==> config.mk <==
export PLATFORM = sky130hd
export DESIGN_NAME = mtpsa_egress_tuser_merge
export DESIGN_NICKNAME = d
export VERILOG_FILES = /design/src/rtl/mtpsa_tuser_pkg.sv /design/src/rtl/mtpsa_egress_tuser_merge_fifo.sv /design/src/rtl/mtpsa_egress_tuser_merge.sv
export SDC_FILE = /design/constraint.sdc
export NUM_CORES = 2
export LEC_CHECK = 0
export BUFFER_PORTS_ARGS = -buffer_cell sky130_fd_sc_hd__buf_2
export CAP_MARGIN = 40
export CORE_AREA = 8 8 508 510
export CTS_BUF_LIST = sky130_fd_sc_hd__clkbuf_8
export DETAILED_ROUTE_END_ITERATION = 10
export DIE_AREA = 0 0 516 518
export REMOVE_ABC_BUFFERS = 1
export SYNTH_ARGS = -nofsm -noshare
export SYNTH_HDL_FRONTEND = slang
export SYNTH_SLANG_ARGS = --single-unit
==> constraint.sdc <==
create_clock -name axis_aclk -period 12.5 [get_ports axis_aclk]
set_input_delay 1.25 -clock axis_aclk [delete_from_list [all_inputs] [get_ports axis_aclk]]
set_output_delay 1.25 -clock axis_aclk [all_outputs]
set_load 0.02 [all_outputs]
==> src/rtl/mtpsa_tuser_pkg.sv <==
// Shared field offsets, FSM state encodings and counter helpers for the egress TUSER merger.
package mtpsa_tuser_pkg;

  localparam int unsigned PKT_LEN_LSB  = 0;
  localparam int unsigned SRC_PORT_LSB = 16;
  localparam int unsigned DST_PORT_LSB = 24;
  localparam int unsigned SEND_DIG_LSB = 32;
  localparam int unsigned USER_ID_LSB  = 40;
  localparam int unsigned USER_ID_W    = 8;
  localparam int unsigned META_KEEP_W  = 48;
  localparam int unsigned CNT_W        = 16;

  typedef logic [1:0] state_t;
  localparam state_t ST_WAIT = 2'd0;
  localparam state_t ST_FWD  = 2'd1;
  localparam state_t ST_DROP = 2'd2;

  // Saturating add of a small increment (0..3) to a status counter.
  function automatic logic [CNT_W-1:0] sat_add(input logic [CNT_W-1:0] a, input logic [1:0] inc);
    logic [CNT_W:0] sum;
    sum = {1'b0, a} + (CNT_W+1)'(inc);
    return sum[CNT_W] ? {CNT_W{1'b1}} : sum[CNT_W-1:0];
  endfunction

endpackage

==> src/rtl/mtpsa_egress_tuser_merge_fifo.sv <==
// Sync tuple FIFO with registered head; a push into a full FIFO is dropped unless a pop frees a slot.
module mtpsa_tuple_fifo #(
  parameter int unsigned WIDTH = 128,
  parameter int unsigned DEPTH = 4
) (
  input  logic             clk,
  input  logic             rst_n,
  input  logic             push,
  input  logic [WIDTH-1:0] push_data,
  input  logic             pop,
  output logic [WIDTH-1:0] head,
  output logic             full,
  output logic             empty,
  output logic             lost_c
);

  localparam int unsigned AW = (DEPTH > 1) ? $clog2(DEPTH) : 1;

  logic [WIDTH-1:0] mem [DEPTH];
  logic [AW-1:0]    wr_ptr;
  logic [AW-1:0]    rd_ptr;
  logic [AW-1:0]    rd_next;
  logic [AW:0]      count;
  logic             do_pop;
  logic             do_push;

  assign full    = (count == (AW+1)'(DEPTH));
  assign empty   = (count == '0);
  assign do_pop  = pop && !empty;
  assign do_push = push && (!full || do_pop);
  assign lost_c  = push && full && !do_pop;
  assign rd_next = rd_ptr + AW'(1);

  always_ff @(posedge clk) begin
    if (do_push) mem[wr_ptr] <= push_data;
  end

  always_ff @(posedge clk or negedge rst_n) begin
    if (!rst_n) begin
      wr_ptr <= '0;
      rd_ptr <= '0;
      count  <= '0;
    end else begin
      if (do_push) wr_ptr <= wr_ptr + AW'(1);
      if (do_pop)  rd_ptr <= rd_next;
      count <= count + (AW+1)'(do_push) - (AW+1)'(do_pop);
    end
  end

  // Head tracks the oldest entry; a lone entry popped alongside a push hands over to the new data.
  always_ff @(posedge clk or negedge rst_n) begin
    if (!rst_n) begin
      head <= '0;
    end else if (do_pop) begin
      head <= (count > (AW+1)'(1)) ? mem[rd_next] : push_data;
    end else if (empty && do_push) begin
      head <= push_data;
    end
  end

endmodule

==> src/rtl/mtpsa_egress_tuser_merge.sv <==
// Merges buffered metadata/digest tuples into per-packet TUSER on a registered AXIS stage.
// Optional user_id range filter enabled by defining MTPSA_USER_FILTER_EN.
module mtpsa_egress_tuser_merge
  import mtpsa_tuser_pkg::*;
#(
  parameter int unsigned C_AXIS_DATA_WIDTH    = 256,
  parameter int unsigned C_S_TUSER_WIDTH      = 128,
  parameter int unsigned DIGEST_WIDTH         = 256,
  parameter int unsigned C_M_AXIS_TUSER_WIDTH = 304,
  parameter int unsigned FIFO_DEPTH           = 4,
  parameter int unsigned NUM_USERS            = 8
) (
  input  logic                            axis_aclk,
  input  logic                            axis_resetn,
  input  logic [C_AXIS_DATA_WIDTH-1:0]    s_axis_tdata,
  input  logic [C_AXIS_DATA_WIDTH/8-1:0]  s_axis_tkeep,
  input  logic                            s_axis_tvalid,
  input  logic                            s_axis_tlast,
  output logic                            s_axis_tready,
  input  logic                            s_tuple_valid,
  input  logic [C_S_TUSER_WIDTH-1:0]      s_tuple_data,
  input  logic                            s_digest_valid,
  input  logic [DIGEST_WIDTH-1:0]         s_digest_data,
  output logic [C_AXIS_DATA_WIDTH-1:0]    m_axis_tdata,
  output logic [C_AXIS_DATA_WIDTH/8-1:0]  m_axis_tkeep,
  output logic [C_M_AXIS_TUSER_WIDTH-1:0] m_axis_tuser,
  output logic                            m_axis_tvalid,
  output logic                            m_axis_tlast,
  input  logic                            m_axis_tready,
  output logic                            overflow,
  output logic [CNT_W-1:0]                overflow_count,
  output logic [CNT_W-1:0]                drop_count
);

`ifdef MTPSA_USER_FILTER_EN
  localparam bit FILTER_EN = 1'b1;
`else
  localparam bit FILTER_EN = 1'b0;
`endif

  state_t                          state;
  state_t                          state_nxt;
  logic [C_S_TUSER_WIDTH-1:0]      tf_head;
  logic [DIGEST_WIDTH-1:0]         df_head;
  logic                            tf_full, tf_empty, tf_lost_c;
  logic                            df_full, df_empty, df_lost_c;
  logic                            pop_c;
  logic                            slot_free_c;
  logic                            fwd_beat_c;
  logic                            drop_done_c;
  logic                            filtered_c;
  logic [USER_ID_W-1:0]            user_id_c;
  logic [C_M_AXIS_TUSER_WIDTH-1:0] tuser_q;
  logic [CNT_W-1:0]                drop_q;
  logic                            unused_full;
  logic                            unused_meta;

  mtpsa_tuple_fifo #(.WIDTH(C_S_TUSER_WIDTH), .DEPTH(FIFO_DEPTH)) u_tf (
    .clk(axis_aclk), .rst_n(axis_resetn),
    .push(s_tuple_valid), .push_data(s_tuple_data), .pop(pop_c),
    .head(tf_head), .full(tf_full), .empty(tf_empty), .lost_c(tf_lost_c)
  );

  mtpsa_tuple_fifo #(.WIDTH(DIGEST_WIDTH), .DEPTH(FIFO_DEPTH)) u_df (
    .clk(axis_aclk), .rst_n(axis_resetn),
    .push(s_digest_valid), .push_data(s_digest_data), .pop(pop_c),
    .head(df_head), .full(df_full), .empty(df_empty), .lost_c(df_lost_c)
  );

  assign unused_full = tf_full ^ df_full;
  assign unused_meta = ^tf_head[C_S_TUSER_WIDTH-1:META_KEEP_W];

  assign slot_free_c = !m_axis_tvalid || m_axis_tready;
  assign user_id_c   = tf_head[USER_ID_LSB +: USER_ID_W];
  assign filtered_c  = FILTER_EN && (32'(user_id_c) >= NUM_USERS);

  always_ff @(posedge axis_aclk or negedge axis_resetn) begin
    if (!axis_resetn) state <= ST_WAIT;
    else              state <= state_nxt;
  end

  // Packet alignment: hold the first beat in WAIT until both tuples are buffered.
  always_comb begin
    state_nxt     = state;
    pop_c         = 1'b0;
    s_axis_tready = 1'b0;
    case (state)
      ST_WAIT: begin
        if (!tf_empty && !df_empty && s_axis_tvalid && slot_free_c) begin
          pop_c     = 1'b1;
          state_nxt = filtered_c ? ST_DROP : ST_FWD;
        end
      end
      ST_FWD: begin
        s_axis_tready = slot_free_c;
        if (s_axis_tvalid && slot_free_c && s_axis_tlast) state_nxt = ST_WAIT;
      end
      ST_DROP: begin
        s_axis_tready = 1'b1;
        if (s_axis_tvalid && s_axis_tlast) state_nxt = ST_WAIT;
      end
      default: state_nxt = ST_WAIT;
    endcase
  end

  assign fwd_beat_c  = (state == ST_FWD) && s_axis_tvalid && slot_free_c;
  assign drop_done_c = (state == ST_DROP) && s_axis_tvalid && s_axis_tlast;

  // Digest takes the place of the queue-size fields above the kept metadata.
  always_ff @(posedge axis_aclk or negedge axis_resetn) begin
    if (!axis_resetn) tuser_q <= '0;
    else if (pop_c)   tuser_q <= {df_head, tf_head[META_KEEP_W-1:0]};
  end

  always_ff @(posedge axis_aclk or negedge axis_resetn) begin
    if (!axis_resetn) begin
      m_axis_tvalid <= 1'b0;
      m_axis_tlast  <= 1'b0;
      m_axis_tdata  <= '0;
      m_axis_tkeep  <= '0;
      m_axis_tuser  <= '0;
    end else if (slot_free_c) begin
      m_axis_tvalid <= fwd_beat_c;
      if (fwd_beat_c) begin
        m_axis_tdata <= s_axis_tdata;
        m_axis_tkeep <= s_axis_tkeep;
        m_axis_tlast <= s_axis_tlast;
        m_axis_tuser <= tuser_q;
      end
    end
  end

  always_ff @(posedge axis_aclk or negedge axis_resetn) begin
    if (!axis_resetn) begin
      overflow       <= 1'b0;
      overflow_count <= '0;
      drop_q         <= '0;
    end else begin
      overflow       <= overflow | tf_lost_c | df_lost_c;
      overflow_count <= sat_add(overflow_count, 2'(tf_lost_c) + 2'(df_lost_c));
      drop_q         <= sat_add(drop_q, {1'b0, drop_done_c});
    end
  end

  assign drop_count = FILTER_EN ? drop_q : '0;

endmodule

==> flow_metrics.py <==
metrics = {
    "clocking": {
        "cts-buffers-inserted": 422,
        "cts.clk_slew.worst_paths_ns": 0.06,
        "cts_sinks": 2450,
        "cts_tree": "built",
        "cts_resized": 0,
        "insertion_delay_ns": 1.09,
        "clock_path_buffers": 4,
        "postCtsSetupBuffers": 0,
        "h-tree-depth": 5,
        "cts-root-buf": "clkbuf_8",
    },
    "die": {
        "die_area_um2": 267000,
        "die_y_um": 518,
        "core-area_um2": 250000,
        "io_pins": 1307,
        "die_x_um": 516,
        "rows": 184,
        "start_util_pct": 37.3,
    },
    "route": {
        "final_antenna_net_count": 0,
        "detail_route.iter0.violations": 4632,
        "wl_um": 293000,
        "post_drt_wl_per_cell_um": 26.3,
        "first_pass_iters": 6,
        "vias": 57500,
        "via_per_inst": 5.17,
        "drc_errors": 0,
    },
    "finish": {
        "final_common_cell": "dfrtp_1",
        "finish.net_count": 8024,
        "final_cells": 11100,
        "final_cell_mix": "dfrtp_1, edfxtp_1, buf_2, nand2_1, mux2_2",
        "drive_above_1_share_pct": 36.4,
        "stdcell_area_um2": 112000,
        "syn_to_final_growth_pct": 19.7,
    },
    "placement": {
        "dp.cells": 10200,
        "place_area_um2": 103000,
        "gp_congestion": 0.891,
        "numPortBuffers": 1210,
        "hpwl_um": 189000,
    },
    "worst_setup_path": {
        "slowest_stage": "buf_4",
        "timing.rr.end": "u_df.mem[3][81]",
        "reg2reg_depth": 6,
        "worstSetupStartpoint": "state[0]",
        "path_depth": 6,
        "critPathTopFamily": "simple AND/OR/NAND/NOR gates",
        "endpoint_kind": "flop",
        "cp.arrival_ns": 4.78,
        "slowest_delay_ns": 0.74,
        "start_kind": "flop",
        "critical_path_class": "reg2reg",
        "cpMostUsedCell": "buf_4",
        "path_buf_inv": 2,
        "endpoint": "u_df.mem[3][81]",
        "path_cells": "nand2b_1 -> or3_4 -> a31oi_4 -> and2_4 -> buf_4 -> buf_4",
        "r2r_start": "state[0]",
        "worstPathRequired_ns": 13.12,
        "crit_fanout": 47,
        "rrSetupSlack_ns": 8.34,
    },
    "synth": {
        "synth_seq_area_share_pct": 72.2,
        "syn_area_um2": 93300,
        "yosys_warnings": 0,
        "synth_cells": 5985,
        "ys_seq_elements": 2450,
        "synth_cell_types": 45,
        "synth_area_per_cell_um2": 15.6,
    },
    "power": {
        "powerDensity_nw_per_um2": 270,
        "leakage_nw": 45.6,
        "ir_worst_vdd_mv": 0.260,
    },
    "sta": {
        "final_hold_viol_count": 0,
        "fin_worst_skew_ns": 0.127,
        "rsz0062_at_grt": "no",
        "post-route-min-period_ns": 4.16,
        "fin_hold_ws_ns": 0.373,
        "relSlewSlack_pct": 18.8,
        "max_slew.worst_pin.slew_ns": 1.22,
        "max_freq_mhz": 240,
        "min_period_over_period_pct": 33.3,
        "finalSetupViolations": 0,
        "maxSlewViolCount": 0,
        "setup_tns_ns": 0,
    },
    "hold_path": {
        "min_path_type": "in2reg",
    },
    "global_route": {
        "first_global_vias": 58700,
        "grt_start_max_net_pins": 181,
        "grt_usage_pct": 21.1,
        "antenna_found_initial": 247,
        "grt_overflow": 0,
        "grt_pass1_wl_um": 420000,
    },
    "status": {
        "status": "complete, no violations",
    },
    "run": {
        "maxCapViolCount": 0,
    },
}
-- flip-flops by register name (all words and copies together) (netlist names) --
name	cells
overflow	1
u_df.head	256
u_tf.rd_ptr	2
u_tf.wr_ptr	2
u_df.wr_ptr	2
u_tf.head	48
m_axis_tvalid	1
state	1
overflow_count	16
m_axis_tkeep	32
m_axis_tuser	304
u_tf.mem	192
m_axis_tlast	1
u_df.mem	1024
m_axis_tdata	256
u_df.count	3
tuser_q	304
u_df.rd_ptr	2
u_tf.count	3
-- where the power goes --
part | switching [mW] | internal [mW]
registers | 1.48 | 11.4
logic | 6.41 | 3.87
clock network | 3.27 | 3.73
-- worst min-delay path by stage --
stage | cells past startpoint | to | start | slack (ns)
2_1_floorplan | 2 | tuser_q[100] | u_df.head[52] | 0.44
3_3_place_gp | 2 | tuser_q[157] | u_df.head[109] | 0.45
3_5_place_dp | 2 | tuser_q[102] | u_df.head[54] | 0.45
4_1_cts | 1 | u_df.mem[3][146] | s_digest_data[146] | 0.20
5_1_grt | 2 | m_axis_tdata[48] | s_axis_tdata[48] | 0.24
6_report | 1 | u_df.mem[3][146] | s_digest_data[146] | 0.37
-- Yosys cell counts, drive strengths merged --
cell	instances	share of area, %
o41ai	2	0.039
xnor2	15	0.14
nand4	2	0.013
and2	6	0.040
inv	67	0.27
dfrtp	1234	33
nor3b	1	0.0081
or4	1	0.0081
ha	17	0.23
buf	208	1.2
o31ai	1	0.0081
nor3	8	0.054
edfxtp	1216	39
o21ai	258	1.4
nand2	932	3.8
a32o	1	0.011
nand2b	4	0.027
nor2b	3	0.020
xor2	3	0.028
a41oi	1	0.0094
or4b	2	0.021
nor2	262	1.1
or3	2	0.013
a22oi	1	0.0081
a31oi	260	1.8
nor4	2	0.013
a22o	2	0.019
nand3	263	1.4
fa	3	0.064
o32ai	48	0.45
mux2	596	7.2
clkbuf	203	0.82
conb	1	0.0040
and3	7	0.047
mux4	304	7.3
a21oi	49	0.26
-- cell type report --
| type | instances | area, um^2 |
|---|---|---|
| antenna | 102 | 255 |
| clock buffer | 482 | 6630 |
| clock inverter | 291 | 1530 |
| fill | 22600 | 138000 |
| inverter | 67 | 259 |
| multi-input combinational | 3072 | 23900 |
| sequential | 2450 | 67400 |
| tap | 3348 | 4190 |
| timing repair buffer | 1312 | 7520 |
-- per-stage QoR --
step                worst slack [ns]  power, mW  utilization [%]
floorplan                      -3.69       20.9                -
global placement                7.03       23.0             41.0
detailed placement              7.25       23.5             41.3
CTS                             8.18       30.6             44.6
global route                    8.10       31.8             44.6
finish                          8.34       30.1             44.7
-- kinds of logic (layout without fill, tap and decap cells) --
logic type	after synthesis	after routing	share of synthesized area (%)
muxes	900	900	14.5
buffers and inverters	478	2152	2.33
xor gates and xnor gates	18	18	0.169
and+or+nand+nor	1495	1495	6.48
AOI/OAI and AO/OA	623	623	3.95
other	1	118	0.00402
adders and majority gates	20	20	0.292
DFF	2450	2450	72.2
-- timing repair --
item                       CTS  global route
hold endpoints to repair     2             0
setup endpoints to repair    0             0
hold buffers                 1             0
-- layer usage --
| metal | vias up | global-route usage, % | routed length, um |
|---|---|---|---|
| met4 | 68 | 8.18 | 11400 |
| li1 | 24900 | - | - |
| met3 | 661 | 6.69 | 25500 |
| met1 | 29600 | 26.5 | 114000 |
| met2 | 2264 | 34.3 | 141000 |
| met5 | - | 0 | 431 |
Note: power is estimated with default switching activity, not from simulation.
